<file path="src/rtl/mux_rr_nto1.sv">
// N-channel, W-bit registered multiplexer with a valid/ready output stage.
// Picks a channel either by manual select or by a round-robin scan over valid channels.
module mux_rr_nto1 #(
  parameter int N = 8,
  parameter int W = 4,
  localparam int SEL_W = $clog2(N)
) (
  input  logic             clk,
  input  logic             rst,
  input  logic [N*W-1:0]   d_in,
  input  logic [N-1:0]     d_valid,
  output logic [N-1:0]     d_ack,
  input  logic             mode,
  input  logic [SEL_W-1:0] sel,
  output logic [W-1:0]     y,
  output logic [SEL_W-1:0] y_chan,
  output logic             y_valid,
  input  logic             y_ready
);

  logic [SEL_W-1:0] ptr;
  logic [SEL_W-1:0] k;
  logic [W-1:0]     d_k;
  logic             found;
  logic             can_load;
  logic             cap;
  logic [2*N-1:0]   dv_dbl;
  logic [2*N-1:0]   dv_shift;
  logic [N-1:0]     dv_rot;
  int               idx;

  // Round-robin view: dv_rot[i] is channel (ptr+i) mod N; the lowest set bit wins.
  always_comb begin
    found    = 1'b0;
    k        = '0;
    idx      = 0;
    dv_dbl   = {d_valid, d_valid};
    dv_shift = dv_dbl >> ptr;
    dv_rot   = dv_shift[N-1:0];
    if (!mode) begin
      for (int i = 0; i < N; i++) begin
        if (sel == SEL_W'(i) && d_valid[i]) begin
          found = 1'b1;
          k     = SEL_W'(i);
        end
      end
    end else begin
      for (int i = N - 1; i >= 0; i--) begin
        if (dv_rot[i]) begin
          idx = int'(ptr) + i;
          if (idx >= N) idx = idx - N;
          found = 1'b1;
          k     = SEL_W'(idx);
        end
      end
    end
  end

  always_comb begin
    d_k = '0;
    for (int i = 0; i < N; i++) begin
      if (k == SEL_W'(i)) d_k = d_in[i*W +: W];
    end
  end

  assign can_load = !y_valid || y_ready;
  assign cap      = can_load && found;

  always_comb begin
    d_ack = '0;
    for (int i = 0; i < N; i++) begin
      if (cap && k == SEL_W'(i)) d_ack[i] = 1'b1;
    end
  end

  always_ff @(posedge clk or posedge rst) begin
    if (rst) begin
      y       <= '0;
      y_chan  <= '0;
      y_valid <= 1'b0;
      ptr     <= '0;
    end else begin
      if (cap) begin
        y       <= d_k;
        y_chan  <= k;
        y_valid <= 1'b1;
        if (mode) ptr <= (k == SEL_W'(N - 1)) ? '0 : k + 1'b1;
      end else if (y_valid && y_ready) begin
        y_valid <= 1'b0;
      end
    end
  end

endmodule
</file>
<file path="config.mk">
export PLATFORM = sky130hd
export DESIGN_NAME = mux_rr_nto1
export DESIGN_NICKNAME = d
export VERILOG_FILES = /design/src/rtl/mux_rr_nto1.sv
export SDC_FILE = /design/constraint.sdc
export NUM_CORES = 1
export LEC_CHECK = 0
export BUFFER_PORTS_ARGS = -buffer_cell sky130_fd_sc_hd__buf_2
export CAP_MARGIN = 20
export CELL_PAD_IN_SITES_DETAIL_PLACEMENT = 1
export CELL_PAD_IN_SITES_GLOBAL_PLACEMENT = 1
export CORE_ASPECT_RATIO = 2
export CORE_MARGIN = 2
export CORE_UTILIZATION = 40
export CTS_BUF_LIST = sky130_fd_sc_hd__clkbuf_16
export DETAILED_ROUTE_END_ITERATION = 16
export PLACE_DENSITY_LB_ADDON = 0.1
export SLEW_MARGIN = 40
export SYNTH_ARGS = -nofsm -noshare
export SYNTH_HDL_FRONTEND = slang
export SYNTH_SLANG_ARGS = --single-unit
</file>
<file path="constraint.sdc">
create_clock -name clk -period 7.72 [get_ports clk]
set_input_delay 0.386 -clock clk [delete_from_list [all_inputs] [get_ports clk]]
set_output_delay 0.386 -clock clk [all_outputs]
set_load 0.005 [all_outputs]
</file>
Yosys cells after proc, flatten, opt, wreduce, memory -nomap -nowiden. Cells that the tools add are included.

Register bits: 11. Latch bits: 0. Bits in writable memories: 0. ROM bits: 0. Word-level logic and storage cells: 127. Memories: 0.

$add $sub $neg: 16. $mul: 0. Div/mod/pow operators: 0. $lt $le $gt $ge: 8. Eq/ne operators: 14. Shift-type cells: 1. Mux-type cells: 60. Bitwise operators: 0. Reduce and logical (&&, ||, !) cells: 24.

Operators with widths (count): $mux 3 (24); $mux 4 (8); $ge 4x4->1 const B (7); $mux 1 (28); $eq 3x3->1 const B (8); $sub 3x1->3 const B (8); $logic_and 1x1->1 (18); $add 3x3->4 const B (4); $shr 16x3->8 (1); $eq 3x2->1 const B (4); $add 3x2->4 const B (2); $eq 3x1->1 const B (2); $logic_not 3->1 (2); $add 3x1->4 const B (1); $ge 3x4->1 const B (1); $add 3x1->3 const B (1); $reduce_and 2->1 (1); $reduce_bool 2->1 (1); $logic_not 1->1 (1); $logic_or 1x1->1 (1).

Longest topological paths before layout. Gate-level depths: netlist of the first run.

Depth in word-level cells: 21. Mapped depth: 21.

Least setup slack after synthesis of the first run. OpenSTA, ideal clock, no wires.

Path type: reg-to-reg. From: reg ptr[1]. To: reg y[0]. Arrival: 3978 ps. Slack: 3660 ps. Cell stages (with the launch flop): 20. Path buffers: 3. Path through: dfrtp_1 -> buf_6 -> buf_6 -> mux4_2 -> mux2i_1 -> inv_1 -> o21bai_1 -> a21boi_0 -> o311a_1 -> a31oi_1 -> ha_1 -> clkbuf_1 -> nor2b_1 -> a221o_1 -> o21ai_0 -> or3_1 -> o32a_1 -> o21ai_0 -> nor3_1 -> o22ai_1.

Word-level cells in the longest chain between the ends: 21. Elaborated cells on any way between the ends: 67. Classes of those cells: add/sub (15); order compare (8); eq/ne (7); shift (1); mux (34); reduce/logical (2).

Ends and longest elaborated chain: from (decl) (line 21) `logic [SEL_W-1:0] ptr;`; from (signal assigned) (line 87) `if (mode) ptr <= (k == SEL_W'(N - 1)) ? '0 : k + 1'b1;`; $add 3x3->4 (line 50) `idx = int'(ptr) + i;`; $ge 4x4->1 / $sub 3x1->3 (equally long branches) (line 51) `if (idx >= N) idx = idx - N;`; $mux 3 (line 51); $mux 3 (8 in a row) (line 49) `if (dv_rot[i]) begin`; $mux 3 (line 40) `if (!mode) begin`; $logic_not 3->1 (line 62) `if (k == SEL_W'(i)) d_k = d_in[i*W +: W];`; $mux 4 (8 in a row) (line 62); to (signal assigned) (line 84) `y <= d_k;`; to (decl) (line 15) `output logic [W-1:0] y,`.

Parallel ways exist; a longest one is shown, timed or not. A chain may end at the register's enable or synchronous reset.

Worst setup path in the final report of the first run.
From: reg ptr[1]. To: reg y[0].

Word-level cells in the longest chain between the ends: 21. Elaborated cells on any way between the ends: 67. Classes of those cells: add/sub (15); order compare (8); eq/ne (7); shift (1); mux (34); reduce/logical (2).

Ends and longest elaborated chain: $add 3x3->4 (line 50); $ge 4x4->1 (line 51); $mux 3 (line 51); $mux 3 (7 in a row) (line 49); $mux 3 * (line 49); $mux 3 * (line 40); named net k[0] (line 22) `logic [SEL_W-1:0] k;`; $logic_not 3->1 (line 62); $mux 4 (7 in a row) (line 62); $mux 4 * (line 62).

The timed path passes the listed nets; every way through them passes the cells marked *.

==> results of run 1 <==
==> worst paths after layout <==
check | to | slack (ns) | cells after the start
min in group clk | y_valid | 0.44 | 3
min reg2reg | y[2] | 0.50 | 1
max | y[0] | 2.78 | 17
min | y[0] | 0.15 | 2
max reg2reg | y[0] | 2.78 | 17
max in group asynchronous | ptr[2] | 7.22 | 2
==> registers in the layout, indices dropped and copies added, names as in the netlist <==
name     flops
y_chan       3
ptr          3
y            4
y_valid      1
==> cells in the final DEF, fill, tap and decap left out, types with 3 or more instances in the layout <==
cell type | Yosys | final
o21a_1 | 3 | 3
mux4_2 | 11 | 11
dfrtp_1 | 11 | 9
mux2i_1 | 14 | 14
and3_2 | 4 | 4
nand2b_1 | 7 | 7
mux2_2 | 5 | 5
inv_1 | 20 | 21
a21oi_1 | 9 | 9
nor2_1 | 12 | 12
buf_2 | 5 | 62
o22ai_1 | 4 | 4
o21ai_0 | 13 | 13
ha_1 | 8 | 8
or3_1 | 3 | 3
mux2_4 | 3 | 3
clkbuf_16 | 0 | 3
o2111a_1 | 3 | 3
a311oi_1 | 3 | 3
a21o_1 | 4 | 4
nor3_1 | 8 | 8
o32a_1 | 3 | 3
nand2_1 | 23 | 23
and2_1 | 4 | 4
a31oi_1 | 6 | 6
a221o_1 | 4 | 4
nand3_1 | 4 | 4
==> Yosys cell counts, types with 3 or more instances <==
library cell / count
a21o_1: 4
a21oi_1: 9
a221o_1: 4
a311oi_1: 3
a31oi_1: 6
and2_1: 4
and3_2: 4
buf_2: 5
clkbuf_1: 8
dfrtp_1: 11
ha_1: 8
inv_1: 20
mux2_2: 5
mux2_4: 3
mux2i_1: 14
mux4_2: 11
nand2_1: 23
nand2b_1: 7
nand3_1: 4
nor2_1: 12
nor3_1: 8
o2111a_1: 3
o21a_1: 3
o21ai_0: 13
o22ai_1: 4
o32a_1: 3
or3_1: 3
==> stage by stage <==
| stage | cell area [um2] | hold WS, ns | power (uW) |
|---|---|---|---|
| 2_1_floorplan | 2070 | 0.238 | 708 |
| 3_3_place_gp | 2380 | 0.408 | 893 |
| 3_5_place_dp | 2390 | 0.426 | 903 |
| 4_1_cts | 2470 | 0.165 | 1000 |
| 5_1_grt | 2470 | 0.198 | 1090 |
| 6_report | 2470 | 0.154 | 1000 |
==> power by group through the flow <==
stage                     logic [uW]  clock network (uW)  registers [uW]
after floorplan                  605                   0             103
final                            747                96.1             157
after global placement           737                   0             156
after CTS                        750                97.3             157
after detailed placement         746                   0             157
after global routing             827                98.4             165
==> metal layers <==
| metal | up-vias | part of all wire | wire [um] | track usage |
|---|---|---|---|---|
| li1 | 1039 | - | - | - |
| met1 | 1064 | 0.34 | 2430 | 0.249 |
| met2 | 58 | 0.60 | 4300 | 0.528 |
| met3 | 15 | 0.024 | 169 | 0.0184 |
| met4 | 0 | 0.030 | 215 | 0.0923 |
| met5 | - | 0 | 0 | 0 |
==> kinds of logic (layout without fill, tap and decap cells) <==
| kind of cell | count (synthesis) | count (layout) | synth area share |
|---|---|---|---|
| buf+inv | 39 | 89 | 0.0821 |
| xor+xnor | 2 | 2 | 0.00845 |
| fa+ha+maj | 8 | 8 | 0.0483 |
| flops | 11 | 11 | 0.133 |
| simple gates | 75 | 75 | 0.186 |
| mux | 35 | 35 | 0.261 |
| compound gates | 76 | 76 | 0.281 |
==> area by class of cell <==
type                    count  area [um2]  area share
well taps                  58        72.6      0.0294
inverters                  22        85.1      0.0344
flip-flops and latches     11         278       0.112
repair buffers             63         318       0.129
clock inverters             1        3.75     0.00152
clock buffers               3        75.1      0.0304
multi-input cells         196        1640       0.663
==> out/metrics.cfg, run 1 <==
[power_and_ir_drop]
p_int_uw=482
clockPowerShare=0.096
p_switching_uw=518
p_per_area_mw_per_mm2=405
irDropWorstVdd_mv=0.216
p_seq_frac=0.157
power.share.switching=0.518
p_leak_uw=0.00114
combPwrFrac=0.747

[route]
drt-vias-per-instance=6.15
drcViolationCount=0
vias=2176
routed_wl_mm=7.11
firstDrtPassIters=4
wl_per_cell_um=20.1
antenna_left=0
drtIter0Drc=20

[timing]
hold_violations=0
rsz0062_at_grt=false
skew_ns=0.00171
slew_headroom=0.547
finalWorstSetupSlack_ns=2.78
setup_tns_ns=0
slew_violations=0
period_share=0.640
setup_viol=0
max_freq_mhz=202
worstMarginPinSlew_ns=0.680
min_period_ns=4.94

[finish]
final_cell_count_no_fill=354
drive_gt1_frac=0.341
final_nets=352
fin_util=0.485
antenna_cells=0
syn2layout_area_growth_pct=19.2
fillers=653

[cts]
htree_levels=1
clk_latency_ns=0.24
postCtsResizedCells=0
path_clk_slew_ns=0.04
cts_hold_buf=0
post_cts_buffers=0
cts.sinks=11
cts_tree=yes
cts_buffers=3
ctsLongestPathBuffers=2
root_buffer=clkbuf_16

[placed_design]
place_hpwl_mm=5.69
place_ws_ns=2.69
gp_congestion=0.815
placedCellCount=350
port_buffers=62

[synthesis]
syn-cell-area_mm2=0.00207
synth-async-reset-ratio=1.00
syn_inst=246
avgSynthCellArea_um2=8.43
synth_top_flop_cell=dfrtp_1
yosys_warnings=0
synthTopCellsByArea=dfrtp_1 13%, mux4_2 12%, mux2i_1 6.8%
yosys.area.top_type=dfrtp_1
ys_seq_elements=11
synth_top_cell_area_share=0.133
synth_fp_nets=301
ys_seq_area_frac=0.133
synth_edf_count=0
synth_cell_type_count=61

[floorplanning]
fp.dieH_um=106
io_pins=63
die_area_mm2=0.00581
die_x_um=54.9
core_mm2=0.00509
start_util=0.407
rows=37

[global_route]
grt_pass1_wl_mm=11.3
grt_max_degree=28
overflow=0
antenna_found_initial=0
first_global_vias=2379
grt_use_total=0.264

[setup_path]
cp_num_buf_inv=2
path_cells=mux4_2 -> mux2i_1 -> inv_1 -> o21bai_1 -> a21boi_0 -> o311a_1 -> a31oi_1 -> inv_1 -> ha_1 -> nor2b_1 -> a221o_1 -> o21ai_0 -> or3_1 -> o32a_1 -> o21ai_0 -> nor3_1 -> o22ai_1
required_ns=7.88
worstSetupPathType=flop to flop
start_kind=flop
crit_family=compound AO/OA/AOI/OAI gates
crit-reg2reg-launch=ptr[1]
crit_path_start=ptr[1]
endpoint_kind=flop
crit_path_max_incr_delay_ns=0.75
crit_arrival_ns=5.10
crit_fanout=26
cp_slowest_cell=dfrtp_2

[status]
outcome=complete, no violations

[worst_hold_path]
min_path_type=primary input to async pin

[run]
cap_violations=0

No activity file was read; power rests on OpenSTA's default activity.
==> inputs of run 2 (changes only) <==
- CORE_UTILIZATION: 40 -> 35
- clock period: 7.72 -> 4.02 ns (I/O delays scaled with it)
==> out/metrics.cfg, run 2 (same netlist as run 1, synthesis figures left out) <==
[floorplanning]
core_mm2=0.00571  ; was 0.00509 mm2
io_pins=63  ; unchanged
die_x_um=58.4  ; was 54.9 um
start_util=0.363  ; was 0.407
die_area_mm2=0.00659  ; was 0.00581 mm2
fp.dieH_um=113  ; was 106 um
rows=39  ; was 37

[cts]
root_buffer=clkbuf_16  ; unchanged
cts_buffers=3  ; unchanged
htree_levels=1  ; unchanged
path_clk_slew_ns=0.04  ; about the same
cts_tree=yes  ; unchanged
ctsLongestPathBuffers=2  ; unchanged
clk_latency_ns=0.24  ; about the same
cts.sinks=11  ; unchanged

[timing]
finalWorstSetupSlack_ns=0.0491  ; was 2.78 ns
rsz0062_at_grt=true  ; was false
hold_violations=0  ; unchanged
worstMarginPinSlew_ns=0.513  ; was 0.680 ns
skew_ns=0.00412  ; was 0.00171 ns
setup_viol=0  ; unchanged
min_period_ns=3.97  ; was 4.94 ns
slew_violations=0  ; unchanged
slew_headroom=0.657  ; was 0.547
period_share=0.988  ; was 0.640
max_freq_mhz=252  ; was 202 MHz

[setup_path]
cp_num_buf_inv=2  ; unchanged
path_cells=buf_6 -> mux2_4 -> and2_4 -> mux4_2 -> o21bai_1 -> a21boi_1 -> o311a_1 -> a31oi_4 -> buf_6 -> ha_4 -> nor2b_4 -> a221o_1 -> o21ai_1 -> or3_4 -> o32a_1 -> o21ai_1 -> nor3_2 -> o22ai_1  ; was mux4_2 -> mux2i_1 -> inv_1 -> o21bai_1 -> a21boi_0 -> o311a_1 -> a31oi_1 -> inv_1 -> ha_1 -> nor2b_1 -> a221o_1 -> o21ai_0 -> or3_1 -> o32a_1 -> o21ai_0 -> nor3_1 -> o22ai_1
path_depth=18  ; was 17
cp_slowest_cell=mux4_2  ; was dfrtp_2
crit_fanout=4  ; was 26
crit_family=compound AO/OA/AOI/OAI gates  ; unchanged
required_ns=4.18  ; was 7.88 ns
r2r_cells=18  ; was 17
endpoint_kind=flop  ; unchanged
rrSetupSlack_ns=0.05  ; was 2.78 ns
crit_arrival_ns=4.13  ; was 5.10 ns
crit_path_max_incr_delay_ns=0.50  ; was 0.75 ns
r2r_end=y[3]  ; was y[0]
crit-reg2reg-launch=ptr[1]  ; unchanged
crit_path_start=ptr[1]  ; unchanged
worstSetupPathType=flop to flop  ; unchanged
start_kind=flop  ; unchanged

[finish]
syn2layout_area_growth_pct=39.6  ; was 19.2%
drive_gt1_frac=0.460  ; was 0.341
top_regs=y: 4 flops, ptr: 3 flops, y_chan: 3 flops  ; unchanged
largest_reg_flops=4  ; unchanged
final_common_cell=buf_2  ; unchanged
max_flop_register=y  ; unchanged
layout_common_cells=62 x buf_2, 38 x buf_4, 22 x nand2_1  ; was 62 x buf_2, 23 x nand2_1, 21 x inv_1
antenna_cells=0  ; unchanged
final_nets=393  ; was 352
final_cell_count_no_fill=398  ; was 354

[global_route]
overflow=0  ; unchanged
grt_pass1_wl_mm=12.0  ; was 11.3 mm
grt_max_degree=18  ; was 28
grtUsageMet2=0.463  ; was 0.528
first_global_vias=2361  ; was 2379
antenna_found_initial=0  ; unchanged
busiest_layer=met2  ; unchanged
grt_util_met3=0.0114  ; was 0.0184
grtUsageMet1=0.240  ; was 0.249
grt_use_total=0.235  ; was 0.264

[route]
firstDrtPassIters=4  ; unchanged
drt-vias-per-instance=5.90  ; was 6.15
routed_wl_mm=7.59  ; was 7.11 mm
wl_per_cell_um=19.1  ; was 20.1 um
drcViolationCount=0  ; unchanged
antenna_left=0  ; unchanged
drtIter0Drc=83  ; was 20
vias=2348  ; was 2176

[placed_design]
gp_congestion=0.889  ; was 0.815
place_ws_ns=-0.142  ; was 2.69 ns
place_hpwl_mm=6.14  ; was 5.69 mm
port_buffers=62  ; unchanged
placedCellCount=386  ; was 350

[power_and_ir_drop]
p_leak_uw=0.00135  ; was 0.00114 uW
clockPowerShare=0.073  ; was 0.096
p_seq_frac=0.090  ; was 0.157
p_switching_uw=1140  ; was 518 uW
p_per_area_mw_per_mm2=843  ; was 405 mW/mm2
irDropWorstVdd_mv=0.532  ; was 0.216 mV
combPwrFrac=0.837  ; was 0.747
power.share.switching=0.467  ; was 0.518
p_int_uw=1300  ; was 482 uW

[worst_hold_path]
whs_endpoint=y_valid
worstHoldPathCells=3
min_path_type=primary input to flop  ; was primary input to async pin
worstHoldStart=y_ready

[status]
outcome=complete, no violations  ; unchanged

[run]
cap_violations=0  ; unchanged

[run 2: changes by cell type in the layout (fill, tap and decap cells not counted), sizes merged]
cell	delta
buf	+40
dlygate4sd3	+1
[run 2: worst register-to-register path, cell delays in order, from the launching register on]
cell	delay (ns)
dfrtp_1	0.40
buf_6	0.14
mux2_4	0.30
and2_4	0.15
mux4_2	0.50
o21bai_1	0.17
a21boi_1	0.08
o311a_1	0.40
a31oi_4	0.21
buf_6	0.14
ha_4	0.14
nor2b_4	0.17
a221o_1	0.15
o21ai_1	0.07
or3_4	0.39
o32a_1	0.18
o21ai_1	0.10
nor3_2	0.06
o22ai_1	0.15
[run 2: cell type report]
class / count / area, um2
repair buffers: 104 / 643
fillers: 718 / 2820
clock buffers: 3 / 75.1
well taps: 61 / 76.3
clock inverters: 1 / 3.75
multi-input cells: 196 / 1730
flip-flops and latches: 11 / 277
inverters: 22 / 85.1
[run 2: repair_timing]
item / 4_1_cts / 5_1_grt
pin swaps: 1 / 11
endpoints found under the hold margin: 11 / 0
setup buffers: 0 / 7
endpoints found under the setup margin: 4 / 8
hold buffers: 1 / 0
resized for setup: 8 / 24
[run 2: worst max-delay path by stage]
stage | to | slack (ns)
after global routing | y[3] | -0.14
after floorplan | y[0] | 0.06
after detailed placement | y[1] | -0.14
after global placement | y[3] | -0.07
after CTS | y[1] | 0.006
final | y[3] | 0.05
[run 2: per-layer routing]
metal / vias up / wire length [um]
li1: 1120 / -
met4: 0 / 342
met1: 1140 / 2510
met2: 73 / 4490
met3: 15 / 245
met5: - / 0
[run 2: power groups by stage]
stage	clock network, uW	registers (uW)	logic, uW
floorplan	0	197	1170
global placement	0	216	1800
detailed placement	0	216	1830
CTS	180	220	1870
global route	188	228	2230
finish	178	219	2040
[run 2: metrics by stage]
step                hold WS [ns]  setup TNS [ns]  total power (uW)  area, um2   util
floorplan                 0.0534               0              1370       2080      -
global placement           0.221          -0.133              2020       2640  0.463
detailed placement         0.231          -0.400              2040       2640  0.463
CTS                        0.281               0              2270       2750  0.482
global route               0.321          -0.333              2650       2890  0.507
finish                     0.269               0              2440       2890  0.507
==> inputs of run 3 (changes only) <==
--- a/config.mk
+++ b/config.mk
@@ -15,4 +15,5 @@
 export CTS_BUF_LIST = sky130_fd_sc_hd__clkbuf_16
 export DETAILED_ROUTE_END_ITERATION = 16
+export MAX_ROUTING_LAYER = met4
 export PLACE_DENSITY_LB_ADDON = 0.1
 export SLEW_MARGIN = 40
==> constraint.sdc (replaced) <==
create_clock -name clk -period 4.02 [get_ports clk]
set_input_delay 0.201 -clock clk [delete_from_list [all_inputs] [get_ports clk]]
set_output_delay 0.201 -clock clk [all_outputs]
set_load 0.01 [all_outputs]
==> out/metrics.cfg, run 3 (same netlist as run 1, synthesis figures left out) <==
[finish]
final_common_cell=buf_2  ; unchanged
largest_reg_flops=4  ; unchanged
final_nets=393  ; unchanged
top_regs=y: 4 flops, ptr: 3 flops, y_chan: 3 flops  ; unchanged
max_flop_register=y  ; unchanged
antenna_cells=0  ; unchanged
drive_gt1_frac=0.460  ; unchanged
layout_common_cells=62 x buf_2, 38 x buf_4, 22 x nand2_1  ; unchanged
fillers=718  ; unchanged
syn2layout_area_growth_pct=39.6  ; unchanged

[timing]
max_freq_mhz=252  ; about the same
setup_tns_ns=0  ; unchanged
slew_violations=0  ; unchanged
setup_viol=0  ; unchanged
worstMarginPinSlew_ns=0.513  ; about the same
hold_violations=0  ; unchanged
rsz0062_at_grt=true  ; unchanged
min_period_ns=3.97  ; about the same
holdWs_ns=0.271  ; was 0.269 ns
slew_headroom=0.657  ; about the same
period_share=0.987  ; was 0.988
skew_ns=0.00389  ; was 0.00412 ns

[cts]
clk_latency_ns=0.24  ; about the same
path_clk_slew_ns=0.04  ; about the same
htree_levels=1  ; unchanged
cts.sinks=11  ; unchanged
root_buffer=clkbuf_16  ; unchanged
ctsLongestPathBuffers=2  ; unchanged
cts_buffers=3  ; unchanged
cts_tree=yes  ; unchanged

[setup_path]
start_kind=flop  ; unchanged
rrSetupSlack_ns=0.05  ; about the same
required_ns=4.18  ; about the same
worstSetupPathType=flop to flop  ; unchanged
r2r_cells=18  ; unchanged
crit_fanout=4  ; unchanged
crit_arrival_ns=4.13  ; about the same
endpoint_kind=flop  ; unchanged
r2r_end=y[3]  ; unchanged
crit-reg2reg-launch=ptr[1]  ; unchanged

[global_route]
grt_use_total=0.242  ; was 0.235
grt_pass1_wl_mm=12.0  ; about the same
antenna_found_initial=0  ; unchanged
first_global_vias=2352  ; was 2361
grt_max_degree=18  ; unchanged
overflow=0  ; unchanged

[power_and_ir_drop]
p_leak_uw=0.00135  ; unchanged
power_uw=2460  ; was 2440 uW
irDropWorstVdd_mv=0.530  ; was 0.532 mV
p_per_area_mw_per_mm2=851  ; was 843 mW/mm2

[floorplanning]
io_pins=63  ; unchanged
start_util=0.363  ; unchanged
die_area_mm2=0.00659  ; unchanged
die_x_um=58.4  ; unchanged
core_mm2=0.00571  ; unchanged
rows=39  ; unchanged
fp.dieH_um=113  ; unchanged

[worst_hold_path]
whs_endpoint=y_valid  ; unchanged
worstHoldPathCells=3  ; unchanged
min_path_type=primary input to flop  ; unchanged
worstHoldStart=y_ready  ; unchanged

[route]
wl_per_cell_um=19.1  ; about the same
antenna_left=0  ; unchanged
routed_wl_mm=7.58  ; was 7.59 mm
drtIter0Drc=79  ; was 83
vias=2342  ; was 2348
drt-vias-per-instance=5.88  ; was 5.90
firstDrtPassIters=4  ; unchanged
drcViolationCount=0  ; unchanged

[placed_design]
gp_congestion=0.904  ; was 0.889
port_buffers=62  ; unchanged
place_hpwl_mm=6.14  ; unchanged

[run]
cap_violations=0  ; unchanged

[status]
outcome=complete, no violations  ; unchanged

run 3: cell counts in the layout (fill, tap and decap cells not counted):
Identical to the previous run, type by type.
run 3: worst max-delay path by stage:
stage	cells after the start	end	startpoint
finish	18	y[3]	ptr[1]
global route	18	y[3]	ptr[1]
CTS	18	y[1]	ptr[1]
detailed placement	18	y[1]	ptr[1]
global placement	18	y[3]	ptr[1]
floorplan	19	y[0]	ptr[1]
run 3: power breakdown:
part | leakage, uW | total, uW | switching [uW] | internal, uW
Combinational | 0.00118 | 2070 | 1060 | 1010
Clock | 0.0000423 | 177 | 47.0 | 130
Sequential | 0.000128 | 221 | 57.4 | 163
Total | 0.00135 | 2460 | 1160 | 1300
run 3: metal layers:
| layer | vias up | share of wire | GRT usage | wire length [um] |
|---|---|---|---|---|
| li1 | 1122 | - | - | - |
| met1 | 1139 | 0.34 | 0.244 | 2570 |
| met2 | 66 | 0.59 | 0.462 | 4470 |
| met3 | 15 | 0.028 | 0.00800 | 209 |
| met4 | 0 | 0.045 | 0.0992 | 342 |
| met5 | - | 0 | - | 0 |
run 3: through the flow:
| step | utilization | instance area [um2] | worst slack [ns] | instances |
|---|---|---|---|---|
| 6_report | 0.507 | 2890 | 0.0515 | 398 |
| 5_1_grt | 0.507 | 2890 | -0.136 | 398 |
| 4_1_cts | 0.482 | 2750 | 0.00616 | 391 |
| 3_5_place_dp | 0.463 | 2640 | -0.142 | 386 |
| 3_3_place_gp | 0.463 | 2640 | -0.0658 | 386 |
| 2_1_floorplan | - | 2080 | 0.0628 | 246 |
run 3: worst max-delay path, stage by stage, from the launching register on:
cell and delay, ns:
dfrtp_1 0.40, buf_6 0.14, mux2_4 0.30, and2_4 0.15, mux4_2 0.50, o21bai_1 0.17
a21boi_1 0.08, o311a_1 0.40, a31oi_4 0.20, buf_6 0.14, ha_4 0.13, nor2b_4 0.17
a221o_1 0.14, o21ai_1 0.07, or3_4 0.39, o32a_1 0.18, o21ai_1 0.10, nor3_2 0.06
o22ai_1 0.15
run 3: area by class of cell:
type	count	area (um2)	share of cell area
clock buffers	3	75.1	0.0259
well taps	61	76.3	0.0264
repair buffers	104	643	0.222
inverters	22	85.1	0.0294
clock inverters	1	3.75	0.00130
multi-input cells	196	1730	0.599
flip-flops and latches	11	277	0.0955
run 3: timing repair:
| action | CTS | global route |
|---|---|---|
| setup endpoints to repair | 4 | 8 |
| hold endpoints to repair | 11 | 0 |
| pin swaps | 1 | 11 |
| hold buffers | 1 | 0 |
| buffers inserted | 0 | 7 |
| resized for setup | 8 | 24 |
